<file path="src/rtl/pcs_tx_pkg.sv">
// Shared TX/RX PCS definitions: escape/flush code words and flusher state encoding.
// The RX deflusher decodes the same ESC_PACK/FLUSH_PACK words.
package pcs_tx_pkg;

    localparam int PACK_W = 192;

    localparam logic [PACK_W-1:0] ESC_PACK   = {24{8'h5C}};
    localparam logic [PACK_W-1:0] FLUSH_PACK = {24{8'hF1}};

    typedef enum logic [1:0] {
        NORMAL     = 2'd0,
        SEND_ESC   = 2'd1,
        SEND_FLUSH = 2'd2
    } tx_flush_state_t;

endpackage

</file>
<file path="src/rtl/pcs_sat_counter.sv">
// Saturating up-counter: sticks at all-ones, cleared by reset or clear.
module pcs_sat_counter #(
    parameter int W = 16
) (
    input  logic         clk,
    input  logic         reset,
    input  logic         clear,
    input  logic         inc,
    output logic [W-1:0] cnt
);

    always_ff @(posedge clk) begin
        if (reset || clear) begin
            cnt <= '0;
        end else if (inc && (cnt != '1)) begin
            cnt <= cnt + W'(1);
        end
    end

endmodule

</file>
<file path="src/rtl/tx_flusher_gen.sv">
// TX flusher: zero-latency pass-through that escapes literal ESC frames and inserts
// ESC + FLUSH bursts on idle timeout or on request, with saturating statistics.
module tx_flusher_gen
    import pcs_tx_pkg::*;
#(
    parameter int DATA_W = 192,
    parameter int CNT_W  = 4,
    parameter int FLEN_W = 3,
    parameter int STAT_W = 16
) (
    input  logic              clk,
    input  logic              reset,
    input  logic              in_enable,
    input  logic [DATA_W-1:0] in_txdata,
    input  logic              in_txdata_valid,
    output logic              out_idle,
    output logic [DATA_W-1:0] out_txdata,
    output logic              out_txdata_valid,
    input  logic              in_idle,
    input  logic [CNT_W-1:0]  cfg_idle_th,
    input  logic [FLEN_W-1:0] cfg_flush_len,
    input  logic              flush_req,
    output logic [STAT_W-1:0] stat_flush_cnt,
    output logic [STAT_W-1:0] stat_esc_cnt
);

    localparam logic [DATA_W-1:0] ESC_W   = DATA_W'(ESC_PACK);
    localparam logic [DATA_W-1:0] FLUSH_W = DATA_W'(FLUSH_PACK);

    function automatic logic [CNT_W-1:0] sat_inc(input logic [CNT_W-1:0] v);
        return (v == '1) ? v : v + CNT_W'(1);
    endfunction

    // A programmed length of zero still produces one FLUSH frame.
    function automatic logic [FLEN_W-1:0] eff_len(input logic [FLEN_W-1:0] l);
        return (l == '0) ? FLEN_W'(1) : l;
    endfunction

    tx_flush_state_t   state, state_nxt;
    logic [CNT_W-1:0]  idle_cnt, idle_cnt_nxt;
    logic [FLEN_W-1:0] flush_cnt, flush_cnt_nxt;
    logic              flush_pend, flush_pend_nxt;
    logic              flush_inc, esc_inc;
    logic              auto_hit;

    assign auto_hit = !in_txdata_valid && (cfg_idle_th != '0) && (idle_cnt == cfg_idle_th);

    always_comb begin
        state_nxt        = state;
        idle_cnt_nxt     = idle_cnt;
        flush_cnt_nxt    = flush_cnt;
        flush_pend_nxt   = flush_pend;
        flush_inc        = 1'b0;
        esc_inc          = 1'b0;
        out_txdata       = in_txdata;
        out_txdata_valid = in_txdata_valid;
        out_idle         = in_idle;

        if (!in_enable) begin
            out_txdata_valid = 1'b0;
            out_idle         = 1'b0;
            flush_pend_nxt   = flush_pend || flush_req;
        end else begin
            unique case (state)
                NORMAL: begin
                    if (in_idle && (flush_pend || flush_req || auto_hit)) begin
                        // Upstream is held off while the ESC that opens the burst goes out.
                        out_txdata       = ESC_W;
                        out_txdata_valid = 1'b1;
                        out_idle         = 1'b0;
                        flush_cnt_nxt    = eff_len(cfg_flush_len);
                        flush_pend_nxt   = 1'b0;
                        flush_inc        = 1'b1;
                        idle_cnt_nxt     = '0;
                        state_nxt        = SEND_FLUSH;
                    end else if (in_idle && in_txdata_valid && (in_txdata == ESC_W)) begin
                        out_txdata       = ESC_W;
                        out_txdata_valid = 1'b1;
                        esc_inc          = 1'b1;
                        idle_cnt_nxt     = '0;
                        flush_pend_nxt   = flush_pend || flush_req;
                        state_nxt        = SEND_ESC;
                    end else if (in_idle && !in_txdata_valid) begin
                        idle_cnt_nxt     = sat_inc(idle_cnt);
                        flush_pend_nxt   = flush_pend || flush_req;
                    end else begin
                        idle_cnt_nxt     = '0;
                        flush_pend_nxt   = flush_pend || flush_req;
                    end
                end
                SEND_ESC: begin
                    out_txdata       = ESC_W;
                    out_txdata_valid = in_idle;
                    out_idle         = 1'b0;
                    idle_cnt_nxt     = '0;
                    flush_pend_nxt   = flush_pend || flush_req;
                    if (in_idle) begin
                        state_nxt = NORMAL;
                    end
                end
                SEND_FLUSH: begin
                    // Requests arriving mid-burst are absorbed by the burst in progress.
                    out_txdata       = FLUSH_W;
                    out_txdata_valid = in_idle;
                    out_idle         = 1'b0;
                    idle_cnt_nxt     = '0;
                    if (in_idle) begin
                        flush_cnt_nxt = flush_cnt - FLEN_W'(1);
                        if (flush_cnt == FLEN_W'(1)) begin
                            state_nxt = NORMAL;
                        end
                    end
                end
                default: begin
                    state_nxt    = NORMAL;
                    idle_cnt_nxt = '0;
                end
            endcase
        end
    end

    always_ff @(posedge clk) begin
        if (reset) begin
            state      <= NORMAL;
            idle_cnt   <= '0;
            flush_cnt  <= '0;
            flush_pend <= 1'b0;
        end else begin
            state      <= state_nxt;
            idle_cnt   <= idle_cnt_nxt;
            flush_cnt  <= flush_cnt_nxt;
            flush_pend <= flush_pend_nxt;
        end
    end

    pcs_sat_counter #(.W(STAT_W)) u_stat_flush (
        .clk   (clk),
        .reset (reset),
        .clear (1'b0),
        .inc   (flush_inc),
        .cnt   (stat_flush_cnt)
    );

    pcs_sat_counter #(.W(STAT_W)) u_stat_esc (
        .clk   (clk),
        .reset (reset),
        .clear (1'b0),
        .inc   (esc_inc),
        .cnt   (stat_esc_cnt)
    );

endmodule

</file>
<file path="config.mk">
export PLATFORM = sky130hd
export DESIGN_NAME = tx_flusher_gen
export DESIGN_NICKNAME = d
export VERILOG_FILES = /design/src/rtl/pcs_tx_pkg.sv /design/src/rtl/pcs_sat_counter.sv /design/src/rtl/tx_flusher_gen.sv
export SDC_FILE = /design/constraint.sdc
export NUM_CORES = 1
export LEC_CHECK = 0
export ABC_CLOCK_PERIOD_IN_PS = 3410
export CAP_MARGIN = 10
export CORE_AREA = 2 2 167 169
export DETAILED_ROUTE_END_ITERATION = 7
export DIE_AREA = 0 0 169 171
export PLACE_DENSITY = 0.51
export SLEW_MARGIN = 10
export SYNTH_ARGS = -nofsm -noshare
export SYNTH_HDL_FRONTEND = slang
export SYNTH_SLANG_ARGS = --single-unit
</file>
<file path="constraint.sdc">
create_clock -name clk -period 3.41 [get_ports clk]
set_clock_uncertainty 0.15 [all_clocks]
set_input_delay 0.341 -clock clk [delete_from_list [all_inputs] [get_ports clk]]
set_output_delay 0.341 -clock clk [all_outputs]
set_load 0.05 [all_outputs]
</file>
==> metrics.cfg <==
[critical_path]
critPathSlowestCell=nor4_4
cp-end-kind=primary output
reg2reg_to=u_stat_esc.cnt[13]
ff2ff_setup_slack_ns=0.70
setup.worst_path.end=out_txdata[111]
cp-start-kind=input pin
critical_path_class=input pin to primary output
rr_worst_depth=7
required_ns=2.92
cp.arrival_ns=2.85
path_depth=12
cp-startpoint=in_txdata[191]
crit_buf_inv=6
critPathMaxFanout=8
cp_top_family=buffers and inverters
worstPathCellList=clkdlybuf4s15_1, nor4bb_4, buf_4, nand4_1, nor4_4, nand4_1, a21oi_4, buf_12, buf_12, buf_8, o21ai_1, bufbuf_16
r2r_start=idle_cnt[2]
max_stage_delay_ns=0.38

[cells_and_area]
seq_area_sq_um=841
drive_gt1_share_pct=24.2
multi_input_area_sq_mm=0.00439
fillCellCount=2811
syn_to_final_growth_pct=117
layout_common_cells=163 x o21ai_0, 143 x clkdlybuf4s50_1, 140 x nor2_1
layout_commonest_cell=o21ai_0
fin_nets=1532
instances_no_fill=1671

[logic_synthesis]
yosys.area.top_type=o21ai_0
netlist_area_sq_mm=0.00550
synth_seq_cells=42
synth_cell_types=61
synth_flop_cell=dfxtp_1
synth_edf_count=0
synth.avg_cell_area_sq_um=6.12
synthCells=899
synth_fp_nets=1113
ys_top_cells_by_area=o21ai_0 16%, dfxtp_1 15%, a21oi_1 11%
ys_seq_area_share_pct=15.3
synth_top_cell_area_share_pct=15.8
async_reset_ff_share_pct=0
synth_warnings=0

[cts]
clk_pin_slew_ns=0.06
clockBufferDepth=2
numClockSinks=42
cts-buffers-inserted=5
clock_latency_ns=0.29
cts_hold_buf=0
cts_tree=yes
htreeDepth=2
root_buffer=clkbuf_16

[job]
max_cap_viol_count=0

[routing]
vias_per_cell=4.99
wirelength_um=37300
first_pass_iters=5
dr.first_iter.drc_count=554
drc=0
ant_nets=0
vias=8345
wl_per_cell_um=22.3

[global_route]
grt_max_degree=56
antenna_found_initial=11
grtUsageTotal_pct=24.3
grt_overflow=0
grt_pass1_vias=7927
grt_pass1_wl_um=52400

[sta]
finalCriticalPeriod_ns=3.34
grt_setup_unrepaired=true
tns_ns=0
worstMarginPinSlew_ns=0.971
relSlewSlack_pct=35.2
max_freq_mhz=299
final-setup-viol-count=0
drv_slew=0
fin_crit_sh_pct=98.0
hold_viol=0

[outcome]
status=finished, final reports clean

[place]
dp_hpwl_um=29700
port_buffers=430
gp_congestion=0.924
placedCellCount=1650

[floorplan]
dieWidth_um=169
chipHeight_um=171
core_sq_mm=0.0273
ios=431
fp-row-count=61
die-area_sq_mm=0.0289
initial_core_util_pct=20.1

[worst_hold_path]
hp-class=flip-flop to flip-flop
hold_start=u_stat_esc.cnt[15]

[power_and_ir_drop]
p_leak_nw=5.49
vdd_ir_drop_max_v=0.000178
p_per_area_mw_per_mm2=341

==> metal layers <==
| metal | share of wire, % | track usage, % | up-vias | wire [um] |
|---|---|---|---|---|
| met1 | 39 | 28.6 | 3941 | 14700 |
| li1 | - | - | 4013 | - |
| met2 | 51 | 43.5 | 326 | 18900 |
| met4 | 3.2 | 8.14 | 8 | 1190 |
| met5 | 0.14 | 0 | - | 51 |
| met3 | 6.8 | 5.55 | 57 | 2530 |
==> report_power, final <==
part           total, mW  switching [mW]  internal [mW]
Combinational       3.08            1.86           1.22
Sequential         0.505         0.00784          0.497
Clock              0.497           0.207          0.290
==> layout make-up <==
type / instances / share of cell area [%]
antenna: 6 / 0.126
clock buffer: 6 / 1.16
clock inverter: 2 / 0.105
inverter: 85 / 2.67
multi-input combinational: 696 / 36.7
sequential: 42 / 7.03
tap: 346 / 3.62
timing repair buffer: 488 / 48.6
==> sequential cells by signal, indices dropped and copies added, names as in the netlist <==
| name | cells |
|---|---|
| u_stat_flush.cnt | 16 |
| idle_cnt | 4 |
| state | 2 |
| u_stat_esc.cnt | 16 |
| flush_pend | 1 |
| flush_cnt | 3 |
==> cells by family after synthesis <==
kind of cell | Yosys count | share of synthesized area, %
muxes | 13 | 2.59
AOI/OAI and AO/OA | 321 | 31.1
buffers and inverters | 161 | 11.4
DFF | 42 | 15.3
xor gates and xnor gates | 12 | 1.91
and+or+nand+nor | 341 | 35.7
adders and majority gates | 9 | 2.05
==> Yosys cell counts, drive strengths merged (8+ instances only) <==
library cell,n
nor2b,34
o21ai,177
nand3,23
nor4bb,12
and4b,11
xor2,8
nand2,19
and4bb,8
nor2,141
nand4,22
dfxtp,42
ha,9
mux2,10
a21oi,118
nor4,20
buf,14
nor4b,9
inv,85
clkbuf,62
==> how the worst min path moves through the flow <==
stage | end | slack [ns] | cells after the start
finish | u_stat_esc.cnt[15] | 0.36 | 2
floorplan | flush_cnt[1] | 0.31 | 2
detailed placement | u_stat_esc.cnt[15] | 0.35 | 2
global route | u_stat_esc.cnt[8] | 0.39 | 2
global placement | flush_cnt[1] | 0.33 | 2
CTS | u_stat_esc.cnt[15] | 0.36 | 2
==> timing repair <==
action | CTS | global route
setup endpoints to repair | 112 | 109
gates cloned | 3 | 0
pin swaps | 28 | 33
buffers inserted | 5 | 1
resized for setup | 88 | 82
==> tightest hold or removal path: cells and delay by family (launching register included) <==
family          cells  cell delay (ns)
flops               1             0.34
compound gates      2             0.12
==> metrics by stage <==
step	utilization, %	hold slack (ns)	cell area [sq um]	power, mW	worst slack [ns]
floorplan	-	0.310	5500	2.04	0.171
global placement	41.1	0.328	11200	3.53	-0.770
detailed placement	41.1	0.353	11200	3.54	-0.754
CTS	42.8	0.364	11700	4.09	0.00113
global route	43.7	0.386	11900	4.23	-0.0130
finish	43.8	0.362	12000	4.08	0.0694
(Power assumes the default switching activity.)
